**config.mk**
```make
export PLATFORM = sky130hd
export DESIGN_NAME = display_scan_controller
export DESIGN_NICKNAME = d
export VERILOG_FILES = /design/src/rtl/display_scan_controller.sv
export SDC_FILE = /design/constraint.sdc
export NUM_CORES = 1
export LEC_CHECK = 0
export ABC_AREA = 1
export BUFFER_PORTS_ARGS = -buffer_cell sky130_fd_sc_hd__buf_2
export CORE_UTILIZATION = 25
export DETAILED_ROUTE_END_ITERATION = 8
export SYNTH_ARGS = -nofsm -noshare
export SYNTH_HDL_FRONTEND = slang
export SYNTH_SLANG_ARGS = --single-unit
```
**constraint.sdc**
```tcl
create_clock -name clk -period 2 [get_ports clk]
set_input_delay 0.4 -clock clk [delete_from_list [all_inputs] [get_ports clk]]
set_output_delay 0.4 -clock clk [all_outputs]
set_load 0.03 [all_outputs]
```
**src/rtl/display_scan_controller.sv**
```systemverilog
// rtl/display_scan_controller.sv - four-digit seven-segment scan controller with tear-free shadow update handshake
module display_scan_controller #(
    parameter int DIVIDE_BY = 100000
) (
    input  logic        clk,
    input  logic        btnC,
    input  logic [15:0] digits_in,
    input  logic [3:0]  blank_in,
    input  logic        update_req,
    output logic        update_ack,
    output logic [3:0]  an,
    output logic [3:0]  hex,
    output logic [1:0]  digit_idx,
    output logic        frame_done
);

    typedef enum logic [1:0] {
        IDLE    = 2'd0,
        PENDING = 2'd1,
        ACK     = 2'd2
    } hsState_t;

    localparam logic [19:0] LAST_COUNT = 20'(DIVIDE_BY - 1);

    logic [19:0] prescaleCount;
    logic        tick;
    logic        frameBoundary;
    logic        loadShadow;
    logic [1:0]  nextIdx;
    logic [15:0] shadowDigits;
    logic [3:0]  shadowBlank;
    logic [15:0] frameDigits;
    logic [3:0]  frameBlank;
    hsState_t    state;
    hsState_t    nextState;

    assign tick          = (prescaleCount == LAST_COUNT);
    assign frameBoundary = tick && (digit_idx == 2'd3);
    assign nextIdx       = digit_idx + 2'd1;
    assign update_ack    = (state == ACK);

    // A load lands on the 3->0 edge, so the new frame's digit 0 must already see the incoming values
    assign frameDigits = loadShadow ? digits_in : shadowDigits;
    assign frameBlank  = loadShadow ? blank_in  : shadowBlank;

    // Prescaler: counts 0..DIVIDE_BY-1 and wraps, tick marks the last count
    always_ff @(posedge clk or posedge btnC) begin
        if (btnC) begin
            prescaleCount <= 20'd0;
        end else if (tick) begin
            prescaleCount <= 20'd0;
        end else begin
            prescaleCount <= prescaleCount + 20'd1;
        end
    end

    // Handshake state register
    always_ff @(posedge clk or posedge btnC) begin
        if (btnC) begin
            state <= IDLE;
        end else begin
            state <= nextState;
        end
    end

    // Handshake next-state: a request only loads on a boundary seen while already pending
    always_comb begin
        nextState  = state;
        loadShadow = 1'b0;
        case (state)
            IDLE: begin
                if (update_req) begin
                    nextState = PENDING;
                end
            end
            PENDING: begin
                if (!update_req) begin
                    nextState = IDLE;
                end else if (frameBoundary) begin
                    nextState  = ACK;
                    loadShadow = 1'b1;
                end
            end
            ACK: begin
                if (!update_req) begin
                    nextState = IDLE;
                end
            end
            default: nextState = IDLE;
        endcase
    end

    // Shadow registers change only on the load edge; reset leaves the display dark
    always_ff @(posedge clk or posedge btnC) begin
        if (btnC) begin
            shadowDigits <= 16'h0000;
            shadowBlank  <= 4'b1111;
        end else if (loadShadow) begin
            shadowDigits <= digits_in;
            shadowBlank  <= blank_in;
        end
    end

    // Scan outputs: index, anode and nibble move together so they always describe one digit
    always_ff @(posedge clk or posedge btnC) begin
        if (btnC) begin
            digit_idx <= 2'd0;
            an        <= 4'b1111;
            hex       <= 4'h0;
        end else if (tick) begin
            digit_idx <= nextIdx;
            an        <= frameBlank[nextIdx] ? 4'b1111 : ~(4'b0001 << nextIdx);
            hex       <= frameDigits[{nextIdx, 2'b00} +: 4];
        end
    end

    // Frame pulse: one cycle, in the cycle after the 3->0 wrap edge
    always_ff @(posedge clk or posedge btnC) begin
        if (btnC) begin
            frame_done <= 1'b0;
        end else begin
            frame_done <= frameBoundary;
        end
    end

endmodule

```
==> summary.md <==
| Metric | Value |
|---|---|
| Status | `finished clean` |
| Cell type with the highest aggregate area in the netlist | `sky130_fd_sc_hd__dfrtp_1` |
| Initial drt markers | `81` |
| Highest attainable clock frequency | `503 MHz` |
| Switching power share of the total | `23.8%` |
| Clock sinks | `53` |
| I/O pin count | `35` |
| Mean post-synth cell area | `8.26 sq um` |
| Launching element type of the critical path | `flop` |
| Proportion of synthesized flip-flops having asynchronous set or reset | `100%` |
| Number of nets in the layout | `423` |
| Vias per std cell | `4.49` |
| Number of antenna-violating nets in the routed design | `0` |
| Number of buffers between clock root and the deepest sink | `2` |
| Count of inserted antenna diode cells | `0` |
| Worst Path Required | `2.21 ns` |
| Starting utilization of the core area | `25.7%` |
| H-tree Lvls | `2` |
| Yosys warnings | `0` |
| Sum of overflow across all layers after global routing | `0` |
| Total die area | `11,600 sq um` |
| Die Ht | `108 microns` |
| Root buffer cell | `sky130_fd_sc_hd__clkbuf_8` |
| Number of flops mapped to enable cells by yosys | `0` |
| Class of the most critical setup path | `flop to flop` |
| Half-perimeter wire length of the detailed placement result | `4770 microns` |
| Post-synth net total | `367` |
| Leading cell type by number of instances after synthesis | `sky130_fd_sc_hd__nand2_1` |
| Final Max Tran Viols | `0` |
| Worst endpoint data arrival time | `2.20 ns` |
| Number of global-route vias before repair | `2,356` |
| Count of cells along the worst register-to-register path | `12` |
| Most frequent cells after synthesis | `sky130_fd_sc_hd__nand2_1, sky130_fd_sc_hd__dfrtp_1, sky130_fd_sc_hd__inv_1` |
| Power density normalized to cell area | `503 nW/um^2` |
| Global-route wire length before repair | `11,500 microns` |
| First-pass iteration count of the detailed router | `4` |
| Initial antenna violation count | `0` |
| Sequential power share | `60.8%` |
| Portion of the clock cycle consumed by the worst path in the final layout | `99.3%` |
| Post-synthesis to final-layout area growth | `25.3%` |
| R2r startpoint | `prescaleCount[0]$_DFF_PP0_` |
| Max-cap check violation count | `0` |
| Number of library cell types mapped by synthesis | `34` |
| Routed vias | `2,404` |
| Fillcell total | `1,145` |
| RSZ-0062 raised after global routing | `true` |
| Core area | `10,900 sq um` |
| FP Rows | `38` |
| CP startpoint | `prescaleCount[0]$_DFF_PP0_` |
| Final-report setup violation count | `0` |
| Type of the tightest min-delay check | `primary input to asynchronous set/reset pin` |
| PortBufs | `34` |
| Gate Count Post-Synth | `339` |
| Cts bufs inserted | `5` |
| Share of post-route cells with drive strength above 1 | `31.6%` |
| Final RePlAce weighted congestion | `0.859` |
| Max FO, Critical Path | `7` |
| Internal Power | `1.34 mW` |
| Number of flip-flops and latches in the synthesized netlist | `53` |
| Clock network power share | `35.6%` |
| Crit end category | `flop` |
| Tot GR Track Use | `12.7%` |
| Period minus WS final | `1.99 ns` |
| Worst IR Drop VDD | `0.000302 V` |
| Top cells by area in the synthesized netlist | `sky130_fd_sc_hd__dfrtp_1, sky130_fd_sc_hd__nand2_1, sky130_fd_sc_hd__dfstp_2` |
| Combinational cell fraction of total power | `3.5%` |
| Number of hold violations in the final report | `0` |
| Worst setup path end | `hex[1]$_DFFE_PP0N_` |
| CTS tree | `yes` |
| Chip Width | `108 microns` |
| Static Leak | `1.82 nW` |
| Worst Hold Margin | `0.122 ns` |
| Post-layout util | `32.2%` |
| Slew at the pin closest to its max-slew limit | `0.462 ns` |
| Clock tree skew after final layout | `0.0121 ns` |
| Largest net degree at the start of global routing | `54` |
| Internal reg-to-reg setup slack | `0.01 ns` |
| Final routed DRC violation total | `0` |
| Tightest slew margin relative to the limit | `68.9%` |
| Area share of the leading cell type in the synthesized netlist | `40.2%` |
| R2r endpoint | `hex[1]$_DFFE_PP0N_` |
| Netlist Area Pre-Place | `2800 sq um` |
| Sequential fraction of the synthesis area | `47.7%` |
| Most used flip-flop cell after synthesis | `sky130_fd_sc_hd__dfrtp_1` |
| Average wire per cell in the routed design | `13.0 microns` |
| Routed wire length | `6980 microns` |
| Clock-pin slew of the registers on the worst-case setup and hold paths | `0.11 ns` |
| Clock insertion delay at the later pin of the skew report | `0.32 ns` |
| Quantity of hold-fixing buffers added after cts | `0` |
| Switching Power | `0.420 mW` |
-- cell usage in the layout (no fill, tap or decap), drive strengths merged, types with 3 or more instances in the layout --
cell / Yosys / routed
clkinv: 1 / 3
nor2: 25 / 25
nor3: 8 / 8
dfrtp: 45 / 45
clkbuf: 1 / 6
or2: 5 / 5
nand2: 81 / 81
inv: 53 / 54
o211ai: 4 / 4
o21ai: 9 / 9
a21oi: 7 / 7
nand3: 46 / 48
dfstp: 8 / 8
xor2: 7 / 7
ha: 5 / 5
buf: 9 / 56
nand4: 20 / 20
-- critical path, cell delays in order (launching register included) --
cell and delay, ns:
sky130_fd_sc_hd__dfrtp_1 0.38, sky130_fd_sc_hd__ha_2 0.20, sky130_fd_sc_hd__nand2_2 0.07, sky130_fd_sc_hd__nor2_4 0.16, sky130_fd_sc_hd__nand3_2 0.11, sky130_fd_sc_hd__nor2_4 0.21
sky130_fd_sc_hd__nand3_4 0.18, sky130_fd_sc_hd__buf_12 0.19, sky130_fd_sc_hd__nand2_1 0.06, sky130_fd_sc_hd__and2_4 0.14, sky130_fd_sc_hd__nand2_1 0.04, sky130_fd_sc_hd__nand3_1 0.07
sky130_fd_sc_hd__nand3_1 0.07
-- power groups by stage --
| stage | Combinational, mW | Clock, mW | Sequential [mW] |
|---|---|---|---|
| after CTS | 0.0638 | 0.651 | 1.07 |
| final | 0.0622 | 0.629 | 1.07 |
| after global placement | 0.0625 | 0 | 1.09 |
| after detailed placement | 0.0628 | 0 | 1.09 |
| after floorplan | 0.0251 | 0 | 1.09 |
| after global routing | 0.0714 | 0.695 | 1.07 |
-- layout make-up --
| type | instances | area, sq um | share of cell area (%) |
|---|---|---|---|
| Clock inverter | 3 | 21.3 | 0.606 |
| Timing Repair Buffer | 57 | 400 | 11.4 |
| Sequential cell | 53 | 1340 | 38.1 |
| Clock buffer | 5 | 68.8 | 1.96 |
| Multi-Input combinational cell | 224 | 1300 | 37.1 |
| Inverter | 54 | 203 | 5.78 |
| Tap cell | 140 | 175 | 4.99 |
-- state kept, by name, indices dropped and copies added (netlist names) --
| name | flops |
|---|---|
| prescaleCount | 20 |
| digit_idx | 2 |
| state | 2 |
| hex | 4 |
| an | 4 |
| shadowDigits | 16 |
| shadowBlank | 4 |
| frame_done | 1 |
-- worst min-delay path by stage --
stage | start | to | slack, ns | cells past startpoint
2_1_floorplan | prescaleCount[0]$_DFF_PP0_ | prescaleCount[0]$_DFF_PP0_ | 0.43 | 1
3_3_place_gp | prescaleCount[0]$_DFF_PP0_ | prescaleCount[0]$_DFF_PP0_ | 0.44 | 1
3_5_place_dp | prescaleCount[0]$_DFF_PP0_ | prescaleCount[0]$_DFF_PP0_ | 0.45 | 1
4_1_cts | btnC | shadowDigits[3]$_DFF_PP0_ | 0.13 | 3
5_1_grt | btnC | shadowDigits[1]$_DFF_PP0_ | 0.14 | 3
6_report | btnC | hex[3]$_DFFE_PP0N_ | 0.12 | 3
-- per-stage QoR --
stage / setup WS, ns / power (mW) / instance area, sq um / setup TNS [ns] / std cells
3_3_place_gp: 0.0484 / 1.16 / 3170 / 0 / 514
2_1_floorplan: 0.256 / 1.12 / 2800 / 0 / 339
4_1_cts: 0.0198 / 1.79 / 3270 / 0 / 523
3_5_place_dp: -0.0364 / 1.16 / 3170 / -0.0724 / 514
5_1_grt: -0.150 / 1.84 / 3510 / -1.06 / 536
6_report: 0.0137 / 1.76 / 3510 / 0 / 536
-- cell families after synthesis --
logic type               Yosys count  synth area share [%]
AND/OR/NAND/NOR                  187                  33.3
buffers and inverters             64                  9.83
flip-flops                        53                  47.7
AO/OA/AOI/OAI                     22                  4.43
XOR/XNOR                           8                  2.50
adder cells (fa/ha/maj)            5                  2.24
-- timing repair --
item                                    4_1_cts  5_1_grt
pin swaps                                     0       13
setup buffers                                 0       11
endpoints found under the setup margin        4       10
gates resized for setup                       0       29
gates cloned                                  1        2
-- routing by layer --
metal  global-route usage (%)  vias to the layer above  share of wire (%)
li1                         -                     1206                  -
met1                     16.7                     1139                 47
met2                     20.2                       47                 48
met3                     2.42                       12                3.4
met4                     5.38                        0                1.8
met5                        0                        -                  0
Note: power is estimated with default switching activity, not from simulation.
